<file path="config.mk">
export PLATFORM = sky130hd
export DESIGN_NAME = ntt_sequencer
export DESIGN_NICKNAME = d
export VERILOG_FILES = /design/src/rtl/ntt_sequencer.sv
export SDC_FILE = /design/constraint.sdc
export NUM_CORES = 1
export LEC_CHECK = 0
export CAP_MARGIN = 20
export CORE_ASPECT_RATIO = 1.25
export CORE_UTILIZATION = 40
export CTS_CLUSTER_DIAMETER = 50
export DETAILED_ROUTE_END_ITERATION = 16
export DONT_BUFFER_PORTS = 1
export SYNTH_ARGS = -nofsm -noshare
export SYNTH_HDL_FRONTEND = slang
export SYNTH_SLANG_ARGS = --single-unit
</file>
<file path="constraint.sdc">
create_clock -name clk -period 9.2 [get_ports clk]
set_input_delay 1.38 -clock clk [delete_from_list [all_inputs] [get_ports clk]]
set_output_delay 1.38 -clock clk [all_outputs]
set_load 0.02 [all_outputs]
</file>
<file path="src/rtl/ntt_sequencer.sv">
// ntt_sequencer: control end of a 256-point Kyber (q=3329) NTT/INTT.
// Runs all 7 layers of a forward (CT) or inverse (GS) transform through a
// single external butterfly.
//
// Each cycle of ISSUE does three things:
//   - presents one coefficient pair address to a 1-cycle-latency RAM;
//   - presents the matching twiddle index to a 1-cycle-latency ROM;
//   - forwards the returned data combinationally to the butterfly.
// The read addresses are delayed to line up with the butterfly's E and O
// outputs, which are then written back in place.
//
// Ports:
//   clk, rst (sync, active-low), start, ct (1=CT NTT, 0=GS INTT)
//   busy, done                     - transform status
//   re, raddr_a/b, rdata_a/b       - coefficient RAM read side
//   tw_addr, tw_data               - twiddle ROM
//   bf_ct, bf_pwm, bf_a/b/w, bf_e/o - butterfly operand/result ports
//   we_e/waddr_e/wdata_e, we_o/waddr_o/wdata_o - RAM write-back ports
module ntt_sequencer #(
  parameter int unsigned LAT_E = 3,
  parameter int unsigned LAT_O = 4
) (
  input  logic        clk,
  input  logic        rst,
  input  logic        start,
  input  logic        ct,
  output logic        busy,
  output logic        done,
  output logic        re,
  output logic [7:0]  raddr_a,
  output logic [7:0]  raddr_b,
  input  logic [11:0] rdata_a,
  input  logic [11:0] rdata_b,
  output logic [6:0]  tw_addr,
  input  logic [11:0] tw_data,
  output logic        bf_ct,
  output logic        bf_pwm,
  output logic [11:0] bf_a,
  output logic [11:0] bf_b,
  output logic [11:0] bf_w,
  input  logic [11:0] bf_e,
  input  logic [11:0] bf_o,
  output logic        we_e,
  output logic [7:0]  waddr_e,
  output logic [11:0] wdata_e,
  output logic        we_o,
  output logic [7:0]  waddr_o,
  output logic [11:0] wdata_o
);

  // Drain length: long enough for the slower butterfly output of the last
  // issue of a layer to be written before the next layer reads.
  localparam int unsigned D  = 1 + ((LAT_E > LAT_O) ? LAT_E : LAT_O);
  localparam int unsigned DE = 1 + LAT_E;
  localparam int unsigned DO = 1 + LAT_O;

  localparam logic [1:0] S_IDLE  = 2'd0;
  localparam logic [1:0] S_ISSUE = 2'd1;
  localparam logic [1:0] S_DRAIN = 2'd2;
  localparam logic [1:0] S_FIN   = 2'd3;

  logic [1:0] state_q, state_d;
  logic [6:0] idx_q, idx_d;
  logic [2:0] layer_q, layer_d;
  logic [7:0] dcnt_q, dcnt_d;
  logic       mode_q, mode_d;

  logic       issue;
  logic [2:0] lg;
  logic [7:0] len, grp, off, j;
  logic [6:0] tw;

  logic [DE-1:0]      ve_q;
  logic [DE-1:0][7:0] ae_q;
  logic [DO-1:0]      vo_q;
  logic [DO-1:0][7:0] ao_q;

  // ---------------- control FSM ----------------
  always_comb begin
    state_d = state_q;
    idx_d   = idx_q;
    layer_d = layer_q;
    dcnt_d  = dcnt_q;
    mode_d  = mode_q;
    case (state_q)
      S_IDLE: begin
        if (start) begin
          mode_d  = ct;
          idx_d   = '0;
          layer_d = '0;
          dcnt_d  = '0;
          state_d = S_ISSUE;
        end
      end
      S_ISSUE: begin
        idx_d = idx_q + 7'd1;
        if (idx_q == 7'd127) begin
          dcnt_d  = '0;
          state_d = S_DRAIN;
        end
      end
      S_DRAIN: begin
        if (dcnt_q == 8'(D - 1)) begin
          dcnt_d = '0;
          if (layer_q == 3'd6) begin
            state_d = S_FIN;
          end else begin
            layer_d = layer_q + 3'd1;
            state_d = S_ISSUE;
          end
        end else begin
          dcnt_d = dcnt_q + 8'd1;
        end
      end
      S_FIN:   state_d = S_IDLE;
      default: state_d = S_IDLE;
    endcase
  end

  always_ff @(posedge clk) begin
    if (!rst) begin
      state_q <= S_IDLE;
      idx_q   <= '0;
      layer_q <= '0;
      dcnt_q  <= '0;
      mode_q  <= 1'b0;
    end else begin
      state_q <= state_d;
      idx_q   <= idx_d;
      layer_q <= layer_d;
      dcnt_q  <= dcnt_d;
      mode_q  <= mode_d;
    end
  end

  assign issue = (state_q == S_ISSUE);
  assign busy  = (state_q == S_ISSUE) || (state_q == S_DRAIN);
  assign done  = (state_q == S_FIN);
  assign re    = issue;

  // ---------------- address generation ----------------
  // lg = log2(len); j = 2*len*g + o is formed as (g << (lg+1)) | o, which
  // is exact because o < len.
  // The 7-bit GS twiddle term wraps 1<<7 to 0, giving 127-g at layer 0.
  always_comb begin
    lg  = mode_q ? (3'd7 - layer_q) : (layer_q + 3'd1);
    len = 8'd1 << lg;
    grp = {1'b0, idx_q} >> lg;
    off = {1'b0, idx_q} & (len - 8'd1);
    j   = (grp << ({1'b0, lg} + 4'd1)) | off;
    if (mode_q) tw = (7'd1 << layer_q) + grp[6:0];
    else        tw = (7'd1 << (3'd7 - layer_q)) - 7'd1 - grp[6:0];
  end

  assign raddr_a = issue ? j         : '0;
  assign raddr_b = issue ? (j + len) : '0;
  assign tw_addr = issue ? tw        : '0;

  // ---------------- operand path ----------------
  assign bf_a   = rdata_a;
  assign bf_b   = rdata_b;
  assign bf_w   = tw_data;
  assign bf_ct  = mode_q;
  assign bf_pwm = 1'b0;

  // ---------------- write-back delay lines ----------------
  always_ff @(posedge clk) begin
    if (!rst) begin
      ve_q <= '0;
      ae_q <= '0;
      vo_q <= '0;
      ao_q <= '0;
    end else begin
      ve_q[0] <= issue;
      ae_q[0] <= raddr_a;
      for (int unsigned k = 1; k < DE; k++) begin
        ve_q[k] <= ve_q[k-1];
        ae_q[k] <= ae_q[k-1];
      end
      vo_q[0] <= issue;
      ao_q[0] <= raddr_b;
      for (int unsigned k = 1; k < DO; k++) begin
        vo_q[k] <= vo_q[k-1];
        ao_q[k] <= ao_q[k-1];
      end
    end
  end

  assign we_e    = ve_q[DE-1];
  assign waddr_e = ae_q[DE-1];
  assign wdata_e = bf_e;
  assign we_o    = vo_q[DO-1];
  assign waddr_o = ao_q[DO-1];
  assign wdata_o = bf_o;

endmodule

</file>
* Word level (Yosys, flattened, before mapping)
Cells that the tools add are included.
** Operators by class
- Bitwise gates (word level) :: 2
- Eq/ne operators :: 10
- Add/subtract/negate cells :: 10
- Reduce and logical (&&, ||, !) cells :: 10
- Muxes and demuxes :: 20
- Shift-type cells :: 5
** Operator list (count)
- $mux 8 :: 5
- $pmux 8 s3 :: 1
- $mux 7 :: 3
- $pmux 7 s2 :: 1
- $shl 1x3->7 const A :: 2
- $mux 3 :: 4
- $add 8x1->8 const B :: 1
- $add 8x8->8 :: 1
- $and 7x8->8 :: 1
- $eq 8x3->1 const B :: 1
- $mux 2 :: 4
- $or 8x8->8 :: 1
- $pmux 2 s4 :: 1
- $shl 1x3->8 const A :: 1
- $shl 8x4->8 :: 1
- $shr 7x3->8 :: 1
- $sub 8x1->8 const B :: 1
- $add 7x1->7 const B :: 1
- $add 7x7->7 :: 1
- $eq 7x7->1 const B :: 1
- $sub 7x1->7 const B :: 1
- $sub 7x7->7 :: 1
- $ne 2x2->1 const B :: 3
- $pmux 3 s2 :: 1
- 14 further kinds :: 18
** Word-level totals
- Register bits after elaboration :: 102
- Input port bits :: 64
- Word-level logic and storage cells :: 73

* Depth between registers and ports, before layout
- Depth in word-level cells :: 8
- Mapped depth :: 20
- Depth with buffers taken out :: 19

* Worst setup path before layout
Ideal clock, no wire load.
- Path type :: reg-to-output
- Start point :: register layer_q[0]
- End point :: output raddr_b[7]
- Slack :: 3.445 ns
- Data arrival time :: 4.375 ns
- Required time :: 7.820 ns
- Stages on the path, launching flop included :: 18
- Cell sequence :: dfxtp_1 -> buf_2 -> inv_2 -> clkbuf_1 -> ha_1 -> and2b_1 -> nor2_1 -> nor2_1 -> ha_1 -> clkbuf_1 -> inv_1 -> o21ai_0 -> ha_1 -> a31o_2 -> a31o_2 -> o211ai_1 -> a21oi_1 -> o31ai_1
** On the way
- Word-level cells in the longest chain between the ends :: 8
- Elaborated cells on any way between the ends :: 12
- Classes of those cells :: add/sub: 5; shift: 3; mux: 2; bitwise: 2
** Ends and longest elaborated chain
- start: declaration :: line 64 : logic [2:0] layer_q, layer_d;
- start signal: assignment :: line 130 : layer_q <= layer_d;
- $add 3x1->3 or $sub 3x3->3 (tied branches) :: line 146 : lg = mode_q ? (3'd7 - layer_q) : (layer_q + 3'd1);
- $mux 3 * :: line 146
- $shl 1x3->8 :: line 147 : len = 8'd1 << lg;
- $sub 8x1->8 :: line 149 : off = {1'b0, idx_q} & (len - 8'd1);
- $and 7x8->8 :: line 149
- $or 8x8->8 :: line 150 : j = (grp << ({1'b0, lg} + 4'd1)) | off;
- $add 8x8->8 * :: line 156 : assign raddr_b = issue ? (j + len) : '0;
- $mux 8 * :: line 156
- end: declaration :: line 31 : output logic [7:0] raddr_b,
Mark *: on every way between the ends. The rest lies on a longest branch, timed or not.

* Worst setup path in the final report
Same ends and word-level chain as after synthesis.

==> flow_metrics.py <==
metrics = {
    "drt": {
        "drt-total-wl_um": 11640,
        "drt_iter0_markers": 181,
        "drt-pass1-iter-count": 4,
        "antenna_left": 0,
        "vias": 3949,
        "viasPerCell": 5.272,
        "drc": 0,
        "wl_per_cell_um": 15.54,
    },
    "grt": {
        "grtUsageTotal_pct": 16.70,
        "grt_max_degree": 77,
        "overflow": 0,
        "antenna_found_initial": 0,
        "grt_first_pass_wirelength_um": 19200,
        "grt_pass1_vias": 3826,
    },
    "logic_synthesis": {
        "ys.flop_type": "dfxtp_1",
        "ys_async_sr_fraction_pct": 0,
        "yosysWarnings": 0,
        "synth-seq-area-share_pct": 34.42,
        "syn_nets": 762,
        "synth-edff-count": 0,
        "synth_cell_types": 72,
        "ys_ff_latch": 98,
        "netlist_instances": 662,
        "synth_area_um2": 5699,
        "syn_area_per_cell_um2": 8.609,
    },
    "floorplan": {
        "dieArea_um2": 14730,
        "start_util_pct": 41.08,
        "std_cell_rows": 48,
        "design.core.area_um2": 13870,
        "die_h_um": 135.5,
        "io_pins": 170,
        "fp.dieW_um": 108.8,
    },
    "clock_tree": {
        "clockBufferDepth": 2,
        "cts_resized": 0,
        "numCtsBuffers": 9,
        "insertion_delay_ns": 0.34,
        "cts_setup_buffers": 0,
        "cts.sinks": 98,
        "htreeDepth": 3,
        "clk_pin_slew_ns": 0.07,
        "cts_hold_buffers": 0,
        "root_buffer": "clkbuf_16",
        "cts_tree": "yes",
    },
    "setup_path": {
        "critPathTopFamily": "compound AO/OA/AOI/OAI gates",
        "worstSetupStartpointType": "register",
        "cp_max_fo": 27,
        "cp_slowest_cell": "dfxtp_1",
        "critPathCaptureType": "primary output",
        "required_ns": 7.82,
        "crit_buf_inv": 1,
        "path_class": "reg -> out",
        "cp_slowest_stage_delay_ns": 1.00,
        "critPathArrivalTime_ns": 6.02,
        "crit_chain": "inv_2 > ha_1 > nand2b_1 > nand2_1 > mux4_2 > a21oi_1 > o22ai_1 > a22oi_1 > o21ai_0 > ha_1 > a31o_2 > a31o_2 > o211ai_1 > a21oi_1 > o31ai_1",
    },
    "sta": {
        "max_freq_mhz": 135.1,
        "tns_ns": 0,
        "finalSetupViolCount": 0,
        "drv_slew": 0,
        "fin_skew_ns": 0.008841,
        "postLayoutSetupSlackWorst_ns": 1.799,
        "hold_violations": 0,
        "relSlewSlack_pct": 30.88,
        "rsz0062_at_grt": "false",
        "final.period_utilization_pct": 80.45,
        "fin_crit_ns": 7.401,
        "tightest_slew_ns": 1.035,
    },
    "final_layout": {
        "fin_cells": 749,
        "nets": 669,
        "final_area_um2": 5550,
        "syn2layout_area_growth_pct": -2.613,
        "antenna_cells": 0,
        "drive_gt1_share_pct": 6.098,
    },
    "placed_design": {
        "post-place-ws_ns": 2.199,
        "postPlaceCellArea_um2": 5233,
        "placed_cells": 733,
        "gp_congestion": 0.8928,
        "hpwl_um": 8486,
        "portBuffers": 0,
    },
    "hold_path": {
        "hold_class": "reg -> reg",
    },
    "run_status": {
        "status": "completed",
    },
    "power": {
        "p_leak_nw": 2.370,
        "powerDensity_nw_per_um2": 226.6,
        "ir_drop_mv": 0.1047,
        "finalPower_mw": 1.258,
    },
    "job": {
        "cap_viol_max_count": 0,
    },
}
metal layers:
metal  part of all wire [%]  GRT usage [%]  routed length (µm)  vias to the layer above
met5                      0              0                   0                        -
met4                    2.0          6.381                 235                        0
met3                    4.3          3.319                 497                       18
met2                     51          28.76                5882                      118
met1                     43          20.25                5023                     1846
li1                       -              -                   -                     1967
cell type report:
cell class / instances / area (µm²)
sequential: 98 / 1962
inverter: 31 / 116.4
tap: 175 / 219.0
multi-input combinational: 427 / 2920
clock buffer: 9 / 225.2
timing repair buffer: 2 / 15.01
fill: 1382 / 8323
clock inverter: 7 / 92.59
state kept, by name (all words and copies together) (netlist names):
register and count:
ao_q 32, bf_ct 1, idx_q 7, vo_q 2
waddr_o 8, layer_q 3, ae_q 24, dcnt_q 8
waddr_e 8, state_q 2, ve_q 3
stage by stage:
step	utilization, %	hold WS [ns]
after detailed placement	37.72	0.4177
after global placement	37.72	0.4132
after floorplan	-	0.4119
after global routing	40.01	0.4469
final	40.01	0.4310
after CTS	40.01	0.4320
report_power, final:
part / switching, mW / internal [mW] / leakage [nW]
sequential: 0.0233 / 0.446 / 0.791
clock: 0.173 / 0.219 / 0.156
combinational: 0.275 / 0.123 / 1.42
total: 0.471 / 0.787 / 2.37
worst paths after layout:
path	endpoint	slack, ns	cells past startpoint	start
hold reg to reg	ae_q[23]	0.43	1	ae_q[15]
setup / recovery	raddr_b[7]	1.80	15	layer_q[0]
hold / removal	ae_q[23]	0.43	1	ae_q[15]
setup reg to reg	ao_q[7]	3.50	16	layer_q[0]
Yosys cell counts (all sizes together) (4+ instances only):
master | number | share of area (%)
xor2 | 13 | 2.0
nand4 | 6 | 0.66
and2 | 89 | 9.8
inv | 30 | 2.0
o21a | 4 | 0.53
a211oi | 6 | 0.88
xnor2 | 14 | 2.2
nor3 | 9 | 1.1
a21oi | 22 | 1.9
nand3 | 12 | 1.1
o31ai | 7 | 1.0
buf | 82 | 11
o311ai | 4 | 0.92
nor2 | 53 | 3.5
and3 | 6 | 0.66
dfxtp | 98 | 34
a21o | 10 | 1.3
o21ai | 20 | 1.8
nand2b | 5 | 0.55
mux2i | 7 | 1.2
nand2 | 41 | 2.7
clkbuf | 24 | 1.6
nor2b | 7 | 0.77
ha | 34 | 7.5
o211ai | 9 | 1.2
cell families after synthesis:
kind of cell,synth area share [%]
muxes,2.283
other,0.06580
adders and majority gates,8.167
buffers and inverters,14.34
AOI/OAI and AO/OA,13.81
and+or+nand+nor,22.77
xor gates and xnor gates,4.149
DFF,34.42
cell usage in the layout (no fill, tap or decap), types with 9 or more instances in the layout:
cell and instances:
a21o_1 10, nand3_1 12, o211ai_1 9, a21oi_1 22, xnor2_1 14, and2_1 89, nor2_1 53, xor2_1 13
o21ai_0 19, inv_1 28, dfxtp_1 98, clkbuf_16 9, ha_1 34, nand2_1 41
No activity file was read; power rests on OpenSTA's default activity.
